## config.mk

```make
export PLATFORM = sky130hd
export DESIGN_NAME = light_phase_timer
export DESIGN_NICKNAME = d
export VERILOG_FILES = /design/src/rtl/traffic_pkg.sv /design/src/rtl/tick_prescaler.sv /design/src/rtl/light_phase_timer.sv
export SDC_FILE = /design/constraint.sdc
export NUM_CORES = 1
export LEC_CHECK = 0
export CAP_MARGIN = 20
export CORE_MARGIN = 2
export CORE_UTILIZATION = 52
export CTS_CLUSTER_DIAMETER = 40
export DETAILED_ROUTE_END_ITERATION = 6
export GPL_TIMING_DRIVEN = 1
export PLACE_DENSITY = 0.76
export REMOVE_ABC_BUFFERS = 1
export SLEW_MARGIN = 20
export SYNTH_ARGS = -nofsm -noshare
export SYNTH_HDL_FRONTEND = slang
export SYNTH_SLANG_ARGS = --single-unit
```

## constraint.sdc

```tcl
create_clock -name clk -period 2.6 [get_ports clk]
set_input_delay 0.52 -clock clk [delete_from_list [all_inputs] [get_ports clk]]
set_output_delay 0.52 -clock clk [all_outputs]
set_load 0.02 [all_outputs]
```

## src/rtl/traffic_pkg.sv

```systemverilog
// Shared traffic-light definitions: light encodings, phase and timer-state
// enums, and the light-pair to phase decoder.
package traffic_pkg;

    localparam logic [2:0] RED    = 3'b001;
    localparam logic [2:0] YELLOW = 3'b010;
    localparam logic [2:0] GREEN  = 3'b100;

    typedef enum logic [2:0] {
        PH_NONE,
        PH_GREEN,
        PH_YELLOW,
        PH_ALLRED,
        PH_ILLEGAL
    } phase_t;

    typedef enum logic [1:0] {
        S_IDLE,
        S_COUNT,
        S_EXPIRED,
        S_FAULT
    } timer_state_t;

    function automatic phase_t decode_phase(
        input logic [2:0] ns,
        input logic [2:0] ew
    );
        phase_t p;
        p = PH_ILLEGAL;
        if ((ns == GREEN && ew == RED) || (ns == RED && ew == GREEN))
            p = PH_GREEN;
        else if ((ns == YELLOW && ew == RED) || (ns == RED && ew == YELLOW))
            p = PH_YELLOW;
        else if (ns == RED && ew == RED)
            p = PH_ALLRED;
        return p;
    endfunction

endpackage

```

## src/rtl/tick_prescaler.sv

```systemverilog
// Divides enabled clock cycles into ticks; one tick every TICK_DIV
// enabled cycles, restartable from zero by clr.
module tick_prescaler #(
    parameter int TICK_DIV = 1
) (
    input  logic clk,
    input  logic rst,
    input  logic en,
    input  logic clr,
    output logic tick
);

    localparam int DIV = (TICK_DIV < 1) ? 1 : TICK_DIV;
    localparam int PW  = (DIV > 1) ? $clog2(DIV) : 1;
    localparam logic [PW-1:0] LAST = PW'(DIV - 1);

    logic [PW-1:0] pre;

    assign tick = en && (pre == LAST);

    always_ff @(posedge clk) begin
        if (rst)
            pre <= '0;
        else if (clr)
            pre <= '0;
        else if (en)
            pre <= tick ? '0 : pre + 1'b1;
    end

endmodule

```

## src/rtl/light_phase_timer.sv

```systemverilog
// Times the current traffic-light phase and pulses timer_done once at
// expiry; flags illegal light combinations.
module light_phase_timer
    import traffic_pkg::*;
#(
    parameter int GREEN_TICKS  = 30,
    parameter int YELLOW_TICKS = 4,
    parameter int ALLRED_TICKS = 2,
    parameter int TICK_DIV     = 1
) (
    input  logic       clk,
    input  logic       rst,
    input  logic       en,
    input  logic [2:0] ns_light,
    input  logic [2:0] ew_light,
    output logic       timer_done,
    output logic       busy,
    output logic       fault
);

    localparam int G_D = (GREEN_TICKS  < 1) ? 1 : GREEN_TICKS;
    localparam int Y_D = (YELLOW_TICKS < 1) ? 1 : YELLOW_TICKS;
    localparam int A_D = (ALLRED_TICKS < 1) ? 1 : ALLRED_TICKS;
    localparam int M_GY  = (G_D > Y_D) ? G_D : Y_D;
    localparam int MAX_D = (M_GY > A_D) ? M_GY : A_D;
    localparam int CW    = $clog2(MAX_D + 1);

    phase_t          phase_d;
    phase_t          phase_q;
    timer_state_t    state;
    logic [CW-1:0]   cnt;
    logic [CW-1:0]   load_val;
    logic            change;
    logic            load;
    logic            tick;

    assign phase_d = decode_phase(ns_light, ew_light);
    assign change  = (phase_d != phase_q);
    assign load    = change && (phase_d != PH_ILLEGAL);

    always_comb begin
        load_val = CW'(A_D);
        case (phase_d)
            PH_GREEN:  load_val = CW'(G_D);
            PH_YELLOW: load_val = CW'(Y_D);
            default:   load_val = CW'(A_D);
        endcase
    end

    tick_prescaler #(
        .TICK_DIV(TICK_DIV)
    ) u_prescaler (
        .clk  (clk),
        .rst  (rst),
        .en   (en),
        .clr  (load),
        .tick (tick)
    );

    // A phase change always takes priority over an expiry due the same cycle.
    always_ff @(posedge clk) begin
        if (rst) begin
            state      <= S_IDLE;
            phase_q    <= PH_NONE;
            cnt        <= '0;
            timer_done <= 1'b0;
            busy       <= 1'b0;
            fault      <= 1'b0;
        end else begin
            timer_done <= 1'b0;
            phase_q    <= phase_d;
            if (change) begin
                if (phase_d == PH_ILLEGAL) begin
                    state <= S_FAULT;
                    fault <= 1'b1;
                    busy  <= 1'b0;
                end else begin
                    state <= S_COUNT;
                    cnt   <= load_val;
                    busy  <= 1'b1;
                    fault <= 1'b0;
                end
            end else if (state == S_COUNT && tick) begin
                if (cnt == CW'(1)) begin
                    timer_done <= 1'b1;
                    state      <= S_EXPIRED;
                    busy       <= 1'b0;
                end else begin
                    cnt <= cnt - 1'b1;
                end
            end
        end
    end

endmodule
```

==> metrics <==
status=finished, final reports clean; peak supply drop=0.477 mV; NumNets Final=between 100 and 150; Final Hold Viols=0; Synth Register Bits=14; CP Depth=7; Post-synth EDFFs=0; crit-path max FO=5; WP buf/inv=1; RSZ-0062 raised after global routing=no; clock sink count=14; worst skew pair latency=0.29 ns; Worst Path Arrival=approximately 2.7 ns; site row count=14; Starting Density=approximately 56%; number of nets still failing antenna checks after routing=0; CTS tree=done; non-filler cells, final=140; number of global-route vias before repair=735; commonest cells after routing, fill and taps aside=buf_4 (17), dfxtp_1 (14), nor2_1 (13); Vias=about 840; CTS Buf Count=3; diode count=0; Die H=approximately 45 um; slowest stage cell, crit path=clkdlybuf4s50_1; kind of end point of the critical path=flip-flop; Synth Flop Type=dfxtp_1; area grow syn2layout=36.2%; Hold Buf Count CTS=0; cell leakage power=approximately 0.48 nW; worst hold path cell count=2; Cell Pwr Density=approximately 450 nW/um2; root buf cell=clkbuf_4; largest net degree at the start of global routing=12; Yosys warnings=0; Routed WL=roughly 2100 um; Routed WL per cell=14.8 um; max incr delay on CP=0.58 ns; initial antenna violation count=0; overall routing resource usage=approximately 22%; Tightest Hold Check Type=flip-flop to flip-flop; first-pass GRT wire length=around 3200 um; cells after synthesis=95; period utilization=a little over nine tenths; syn avg cell area=about 9 um2; core area=between 1500 and 2000 um2; Setup-failing EPs final=0; Remaining DRCs=0; H-Tree Depth=1; Die Area=between 1500 and 2000 um2; Slew @ Worst Pin=between 0.4 and 0.5 ns; sequential fraction of the synthesis area=about a third; Clock Pin Slew Worst Setup and Hold Paths=around 0.1 ns; Post-Syn Area=857 um2; CTS max path bufs=2; Max-Cap Viols=0; final core utilization=76.6%; Peak Freq=around 400 MHz; DIE WIDTH=44.6 um; R2R depth=8; share of cells above drive strength 1=a little over a quarter; CP Launch Type=primary input; RePlAce Congestion=0.861; drt first pass iters=5; fraction of registers with async set/reset=0%; commonest non-fill, non-tap cell in the layout=buf_4; GRT overflow=0; Data required, critical path=2.82 ns; Yosys cell types=42; Crit Path Class=primary input to flip-flop; detailed-placement wirelength estimate=~1500 um; critical-path cell list=clkdlybuf4s50_1, nor2_1, a22oi_2, and4_4, o211ai_4, or4b_1, a31oi_1; Largest delay share family, worst path=simple AND/OR/NAND/NOR gates; PortBufs=11; DRT iter0 DRCs=13; min Tclk post-route=2.51 ns; Slew Limit Fails=0; Via density=about 6.0; worst relative slew slack=between 60% and 70%; Placed Instances=135; I/O pin cnt=12; worst clock skew=0.00271 ns
==> worst reg2reg max path, cell delays in order, from the launching register on <==
cell	delay, ns
dfxtp_1	0.33
inv_1	0.10
ha_1	0.17
nor3b_1	0.35
and2_1	0.20
nor2_1	0.06
o2111ai_1	0.22
nor2_1	0.07
o32ai_1	0.23
==> where the power goes <==
| part | internal [mW] | switching, mW | total (mW) | leakage (nW) |
|---|---|---|---|---|
| Combinational | 0.0656 | 0.0616 | 0.127 | 0.348 |
| Clock | 0.0853 | 0.0807 | 0.166 | 0.0210 |
| Sequential | 0.227 | 0.00964 | 0.237 | 0.115 |
==> repair_timing <==
item | CTS | global route
setup buffers | 0 | 1
hold endpoints to repair | 0 | 0
endpoints found under the setup margin | 0 | 6
gates resized for setup | 0 | 9
==> layer usage <==
metal / GRT usage [%] / routed length (um) / vias to the layer above / share of wire, %
met5: 0 / 0 / - / 0
met4: 7.88 / 22 / 0 / 1.1
met3: 5.31 / 108 / 6 / 5.2
met2: 32.2 / 956 / 29 / 46
met1: 31.1 / 986 / 406 / 48
li1: - / - / 400 / -
==> stage by stage <==
stage               setup TNS (ns)  instance area, um2  hold slack, ns  setup slack (ns)  power, mW
floorplan                        0                 841           0.437             0.445      0.303
global placement             -1.12                1090           0.455            -0.172      0.359
detailed placement           -1.30                1090           0.458            -0.199      0.363
CTS                              0                1130           0.481             0.101      0.526
global route                     0                1170           0.491           0.00512      0.552
finish                           0                1170           0.475            0.0895      0.530
==> cells in the mapped netlist, types with 2 or more instances <==
master / count / area [um2]
dfxtp_1: 14 / 280
nor2_1: 13 / 48.8
inv_1: 6 / 22.5
a21oi_1: 5 / 25.0
nand2_1: 5 / 18.8
nor3b_1: 4 / 30.0
nand2b_1: 3 / 18.8
nor3_1: 3 / 15.0
nor4b_1: 3 / 26.3
xor2_1: 3 / 26.3
a22oi_2: 2 / 25.0
ha_1: 2 / 25.0
nand3_1: 2 / 10.0
xor2_2: 2 / 32.5
==> final timing paths <==
path / slack, ns / endpoint / from
worst max-delay path: 0.09 / cnt[3]$_SDFFE_PP0P_ / ew_light[1]
worst min-delay path: 0.47 / state[1]$_SDFFE_PP0P_ / state[1]$_SDFFE_PP0P_
worst max register to register: 0.77 / cnt[2]$_SDFFE_PP0P_ / cnt[1]$_SDFFE_PP0P_
worst min register to register: 0.47 / state[1]$_SDFFE_PP0P_ / state[1]$_SDFFE_PP0P_
==> state kept, by name, indices dropped and copies added (netlist names) <==
name and flops:
timer_done 1, u_prescaler.pre 1, phase_q 3, cnt 5
state 2, busy 1, fault 1
==> cell type report <==
cell class | instances | area (um2)
clock buffers | 4 | 36.3
fillers | 104 | 357
repair buffers | 28 | 248
flip-flops and latches | 14 | 280
well taps | 16 | 20.0
multi-input cells | 72 | 561
inverters | 6 | 22.5
==> cell families (layout without fill, tap and decap cells) <==
group	count (synthesis)	in the layout	synth area share [%]
buffers and inverters	9	38	4.52
flip-flops	14	14	32.7
XOR/XNOR	5	5	6.86
multiplexers	2	2	2.48
AO/OA/AOI/OAI	19	19	18.4
adder cells (fa/ha/maj)	2	2	2.92
AND/OR/NAND/NOR	44	44	32.1
Note: power is estimated with default switching activity, not from simulation.
